<file path="src/rtl/fsm_moore_tx.sv">
// fsm_moore_tx: serial frame transmitter (Moore FSM, registered outputs).
// Accepts a parallel word on start/ready and shifts it out MSB first,
// then pulses done for one cycle. Optional 1,0,1,0 sync preamble ahead
// of the payload is compiled in with `define TX_PREAMBLE_EN.
module fsm_moore_tx #(
  parameter int   DATA_W     = 4,
  parameter logic IDLE_LEVEL = 1'b0
) (
  input  logic              clock,
  input  logic              reset,
  input  logic              start,
  input  logic [DATA_W-1:0] data,
  output logic              outp,
  output logic              valid,
  output logic              ready,
  output logic              done
);

  localparam int            CW   = $clog2(DATA_W);
  localparam logic [CW-1:0] LAST = CW'(DATA_W - 1);

  typedef enum logic [1:0] {
    S_IDLE = 2'd0,
    S_PRE  = 2'd1,
    S_DATA = 2'd2,
    S_STOP = 2'd3
  } state_t;

  state_t            state;
  logic [DATA_W-1:0] sreg;
  logic [CW-1:0]     bcnt;
`ifdef TX_PREAMBLE_EN
  logic [1:0]        pcnt;
`endif

  // State, datapath and outputs all move together; each branch loads the
  // outputs that belong to the state being entered, so they are pure
  // functions of registered state.
  always_ff @(posedge clock) begin
    if (reset) begin
      state <= S_IDLE;
      sreg  <= '0;
      bcnt  <= '0;
`ifdef TX_PREAMBLE_EN
      pcnt  <= '0;
`endif
      outp  <= IDLE_LEVEL;
      valid <= 1'b0;
      ready <= 1'b1;
      done  <= 1'b0;
    end else begin
      case (state)
        S_IDLE: begin
          if (start) begin
            sreg  <= data;
            bcnt  <= '0;
            valid <= 1'b1;
            ready <= 1'b0;
            done  <= 1'b0;
`ifdef TX_PREAMBLE_EN
            state <= S_PRE;
            pcnt  <= '0;
            outp  <= 1'b1;            // first preamble bit
`else
            state <= S_DATA;
            outp  <= data[DATA_W-1];  // first payload bit, MSB
`endif
          end else begin
            outp  <= IDLE_LEVEL;
            valid <= 1'b0;
            ready <= 1'b1;
            done  <= 1'b0;
          end
        end
`ifdef TX_PREAMBLE_EN
        S_PRE: begin
          if (pcnt == 2'd3) begin
            state <= S_DATA;
            outp  <= sreg[DATA_W-1];
          end else begin
            pcnt <= pcnt + 2'd1;
            // Preamble bit at index i is ~i[0]; the next index has lsb
            // ~pcnt[0], so its bit is simply pcnt[0].
            outp <= pcnt[0];
          end
        end
`endif
        S_DATA: begin
          if (bcnt == LAST) begin
            state <= S_STOP;
            outp  <= IDLE_LEVEL;
            valid <= 1'b0;
            done  <= 1'b1;
          end else begin
            sreg <= {sreg[DATA_W-2:0], 1'b0};
            bcnt <= bcnt + CW'(1);
            outp <= sreg[DATA_W-2];   // bit that becomes MSB after the shift
          end
        end
        S_STOP: begin
          state <= S_IDLE;
          outp  <= IDLE_LEVEL;
          valid <= 1'b0;
          ready <= 1'b1;
          done  <= 1'b0;
        end
        default: begin
          state <= S_IDLE;
          outp  <= IDLE_LEVEL;
          valid <= 1'b0;
          ready <= 1'b1;
          done  <= 1'b0;
        end
      endcase
    end
  end

endmodule

</file>
<file path="config.mk">
export PLATFORM = sky130hd
export DESIGN_NAME = fsm_moore_tx
export DESIGN_NICKNAME = d
export VERILOG_FILES = /design/src/rtl/fsm_moore_tx.sv
export SDC_FILE = /design/constraint.sdc
export NUM_CORES = 1
export LEC_CHECK = 0
export CAP_MARGIN = 15
export CORE_AREA = 3 3 40 42
export DETAILED_ROUTE_END_ITERATION = 16
export DIE_AREA = 0 0 43 45
export PLACE_DENSITY = 0.61
export SYNTH_ARGS = -nofsm -noshare
export SYNTH_HDL_FRONTEND = slang
export SYNTH_SLANG_ARGS = --single-unit
</file>
<file path="constraint.sdc">
create_clock -name clock -period 1.4 [get_ports clock]
set_input_delay 0.21 -clock clock [delete_from_list [all_inputs] [get_ports clock]]
set_output_delay 0.21 -clock clock [all_outputs]
set_load 0.005 [all_outputs]
</file>
After elaboration in Yosys (flattened, before gate mapping):

Cells that the tools add are included.

* register bits: 11
* bits of input ports: 7
* output and inout bits: 4

* $add $sub $neg: 1
* equality and inequality tests: 5
* multiplexer cells: 17
* bitwise gates (word level): 1
* reduce and logical (&&, ||, !) cells: 5

Operators with widths (number)
* $mux 2: 4
* $pmux 2 s2: 2
* $mux 3: 2
* $ne 2x2->1 const B: 3
* $pmux 1 s2: 3
* $pmux 3 s2: 1
* $mux 1: 5
* $eq 2x2->1 const B: 2
* $reduce_and 3->1: 1
* $add 2x1->2 const B: 1
* $logic_not 2->1: 1
* $reduce_and 2->1: 1
* $reduce_bool 2->1: 1
* $reduce_or 2->1: 1
* $not 1->1: 1

Longest topological paths before layout:

* depth in word-level cells: 3
* depth in mapped cells: 4

Worst setup path after synthesis:

No wires, ideal clock.

* path type: register to register
* start: register bcnt[0]
* end: register bcnt[1]
* setup time: 0.069 ns
* data arrival time: 1.219 ns
* required time: 1.331 ns
* setup slack: 0.112 ns
* stages on the path, launching flop included: 5
* clock period less this slack: 1.288 ns
* cells stage by stage: dfxtp_1 -> ha_1 -> nand2b_1 -> or4b_1 -> o21ai_1

* word-level cells in the longest chain between the ends: 3
* elaborated cells on any way between the ends: 6

Ends and longest elaborated chain
* from (decl): line 31 `logic [CW-1:0] bcnt;`
* from (signal assigned): line 96 `bcnt <= bcnt + CW'(1);`
* $add 2x1->2 / $eq 2x2->1 (equally long branches): line 96, 89
* $mux 2 / $ne 2x2->1 (equally long branches)
* $pmux 2 s2 / $reduce_and 3->1 (equally long branches)

Several ways; a longest one is shown, not always the timed one. The select of a mux whose other input is x is not followed.
A chain may end at the register's enable or synchronous reset.

Worst setup path after layout:

Ends and elaborated chain as after synthesis.

==> summary.txt <==
Run status
  – Status: finished, final reports clean

Final layout
  – Synth-to-layout area growth: 39.7%
  – Final net count: 69
  – Util after Layout: 0.476
  – Antenna fix cells: 0
  – Share of layout cells above drive strength 1: 0.183
  – Fin area: a little over 600 µm²

Power and ir drop
  – Switching pwr: 150 µW
  – Clk pwr share: 0.334
  – Int Pwr: 495 µW
  – Leakage: roughly 0.25 nW
  – Sequential power share: 0.530
  – Total power: 645 µW
  – Power per Cell Area: approximately 1100 nW/µm²
  – Comb pwr share: 0.135
  – Switching Share: 0.233
  – Max IR drop VDD: between 0.6 and 0.7 mV

Critical path
  – Max stage delay on crit path: 0.52 ns
  – Crit-path cells: ha_2 > nand2b_1 > or4b_1 > o21ai_2
  – CP Buf/Inv Count: 0
  – R2r endpoint: bcnt[1]
  – Startpoint Class: flop
  – Worst endpoint required time: 1.61 ns
  – R2r worst-path depth: 4
  – Slowest CP cell: or4b_1
  – Crit. End Element: flop
  – Worst-path fanout max: 3
  – Reg2Reg Launch Point: bcnt[0]
  – Arr. time, crit path: ~1.5 ns
  – Stages on worst setup path: 4
  – Top delay family on crit path: simple AND/OR/NAND/NOR gates
  – Flop2flop setup slack: a little over 0.07 ns
  – Kind of critical path: flop to flop

Routing
  – WL/cell: 11.3 µm
  – # DRC: 0
  – Vias: 374
  – Overall routed net length: about 850 µm
  – Detail Route Antenna Nets: 0
  – DRT Pass-1 Iters: 4
  – Vias per cell: 4.99
  – DR iter-0 viols: 8

Die
  – IO Count: 11
  – Row cnt: 13
  – DIE HEIGHT: 45 µm
  – Chip width: around 43 µm
  – Die area: 1940 µm²
  – Core Area: 1280 µm²
  – Initial Util: 0.341

STA
  – Max-slew headroom: 0.827
  – Fmax achieved: 0.753 GHz
  – Max Slew Vio Count: 0
  – Fin crit share: 0.949
  – Endpoints failing setup: 0
  – Final Hold Viols: 0
  – Worst setup margin: between 0.07 and 0.08 ns
  – Unrepaired setup endpoints after global routing: false
  – Setup tns final: 0 ns
  – Slew @ Worst Pin: 0.260 ns
  – Clock skew: 0.00465 ns
  – Final min period: 1.33 ns

Job
  – Max Cap Viol: 0

GRT
  – Number of global-route vias before repair: 347
  – Pin count of the biggest net entering global routing: 10
  – GRT Total Usage: 0.114
  – Total grt overflow: 0
  – Global-route wire length before repair: between 1 and 1.5 mm
  – Initial antenna violation count: 0

Hold path
  – Hold path startpoint: sreg[0]
  – Hold Path Class: flop to flop
  – WHS Path Cells: 2
  – Hold Path End: sreg[0]

Synthesis
  – Synth Area per Inst: 9.95 µm²
  – Post-Syn Area: 438 µm²
  – Post-synth ARST share: 0
  – Cell variety after synth: 21
  – Top cells by area, synth: dfxtp_1 (50%), nand2b_1 (7.1%), o221a_1 (5.1%)
  – Dominant synthesized flop cell: dfxtp_1
  – Syn Nets: 52
  – Mapped Cells: 44
  – Top-area cell type share of the netlist area: 0.503
  – Most frequent cell after synthesis: dfxtp_1
  – Cell taking the most area after synthesis: dfxtp_1
  – Number of synthesized register bits: 11
  – Yosys Warn Count: 0
  – EDFF count, synth: 0
  – Sequential area share after synthesis: 0.503
  – Synth cell count leaders: dfxtp_1 (11), nand2b_1 (5), a21oi_1 (3), nor2_1 (3)

Clock network
  – Clock sinks: 11
  – CTS tree: yes
  – Root Driver: clkbuf_4
  – Htree depth: 1
  – Max Root-Sink Buffers: 2
  – CTS clock-pin slew for the worst setup and hold paths: 0.06 ns
  – Worst-skew pair later-pin latency: roughly 0.27 ns
  – CTS buffer count: 3

Place
  – Port bufs: 10
  – RD Place Congestion: 0.745
  – Dpl hpwl: about 620 µm
  – Area of placed instances: 579 µm²
  – Dpl ws: -0.00199 ns
stage by stage:
step	instances	hold WS (ns)
after floorplan	44	0.320
after global routing	75	0.514
after detailed placement	71	0.464
after CTS	75	0.481
after global placement	71	0.467
final	75	0.475
kinds of logic (layout without fill, tap and decap cells):
| logic type | count (synthesis) | after routing | synth area share |
|---|---|---|---|
| AO/OA/AOI/OAI | 13 | 13 | 0.220 |
| AND/OR/NAND/NOR | 16 | 16 | 0.223 |
| buffers and inverters | 3 | 19 | 0.0257 |
| flip-flops | 11 | 11 | 0.503 |
| adder cells (fa/ha/maj) | 1 | 1 | 0.0286 |
state kept, by name, indices dropped and copies added, names as in the netlist:
name / count
outp: 1
ready: 1
bcnt: 2
done: 1
state: 2
sreg: 3
valid: 1
cell usage in the layout (no fill, tap or decap), drive strengths merged:
master,count
a21oi,3
a22oi,1
and3,1
buf,4
clkbuf,4
clkdlybuf4s50,10
dfxtp,11
ha,1
inv,1
nand2b,5
nor2,3
nor2b,3
nor3,2
o211a,1
o21a,1
o21ai,3
o21ba,1
o221a,2
o32ai,1
or4,1
or4b,1
tightest hold or removal path: stages, from the launching register on:
cell and delay [ns]:
dfxtp_1 0.31, inv_1 0.04, o32ai_1 0.07
area by class of cell:
class	count	area [µm²]
Sequential cell	11	220
Inverter	1	3.75
Multi-Input combinational cell	30	213
Fill cell	127	673
Tap cell	15	18.8
Clock buffer	4	26.3
Timing Repair Buffer	14	130
routing by layer:
layer,vias up,global-route usage,wire length [µm],share of wire
met5,-,0,0,0
met1,168,0.117,366,0.43
met2,10,0.156,381,0.45
met4,0,0.127,40,0.047
li1,192,-,-,-
met3,4,0.0598,58,0.069
power groups by stage:
stage / sequential, mW / combinational (mW) / clock, mW
floorplan: 0.348 / 0.0427 / 0
global placement: 0.349 / 0.0852 / 0
detailed placement: 0.349 / 0.0868 / 0
CTS: 0.342 / 0.0868 / 0.229
global route: 0.345 / 0.0990 / 0.243
finish: 0.342 / 0.0873 / 0.216
how the worst max path moves through the flow:
stage                  from      end  slack [ns]
global route        bcnt[0]  bcnt[1]       0.006
detailed placement    start  sreg[1]      -0.002
floorplan           bcnt[0]  bcnt[1]        0.11
CTS                 bcnt[0]  bcnt[1]        0.02
finish              bcnt[0]  bcnt[1]        0.07
global placement      start  sreg[1]        0.03
repair_timing:
item / in CTS / in global routing
setup endpoints to repair: 0 / 1
gates resized for setup: 0 / 2
setup buffers: 0 / 0
hold buffers: 0 / 0
Note: power is estimated with default switching activity, not from simulation.
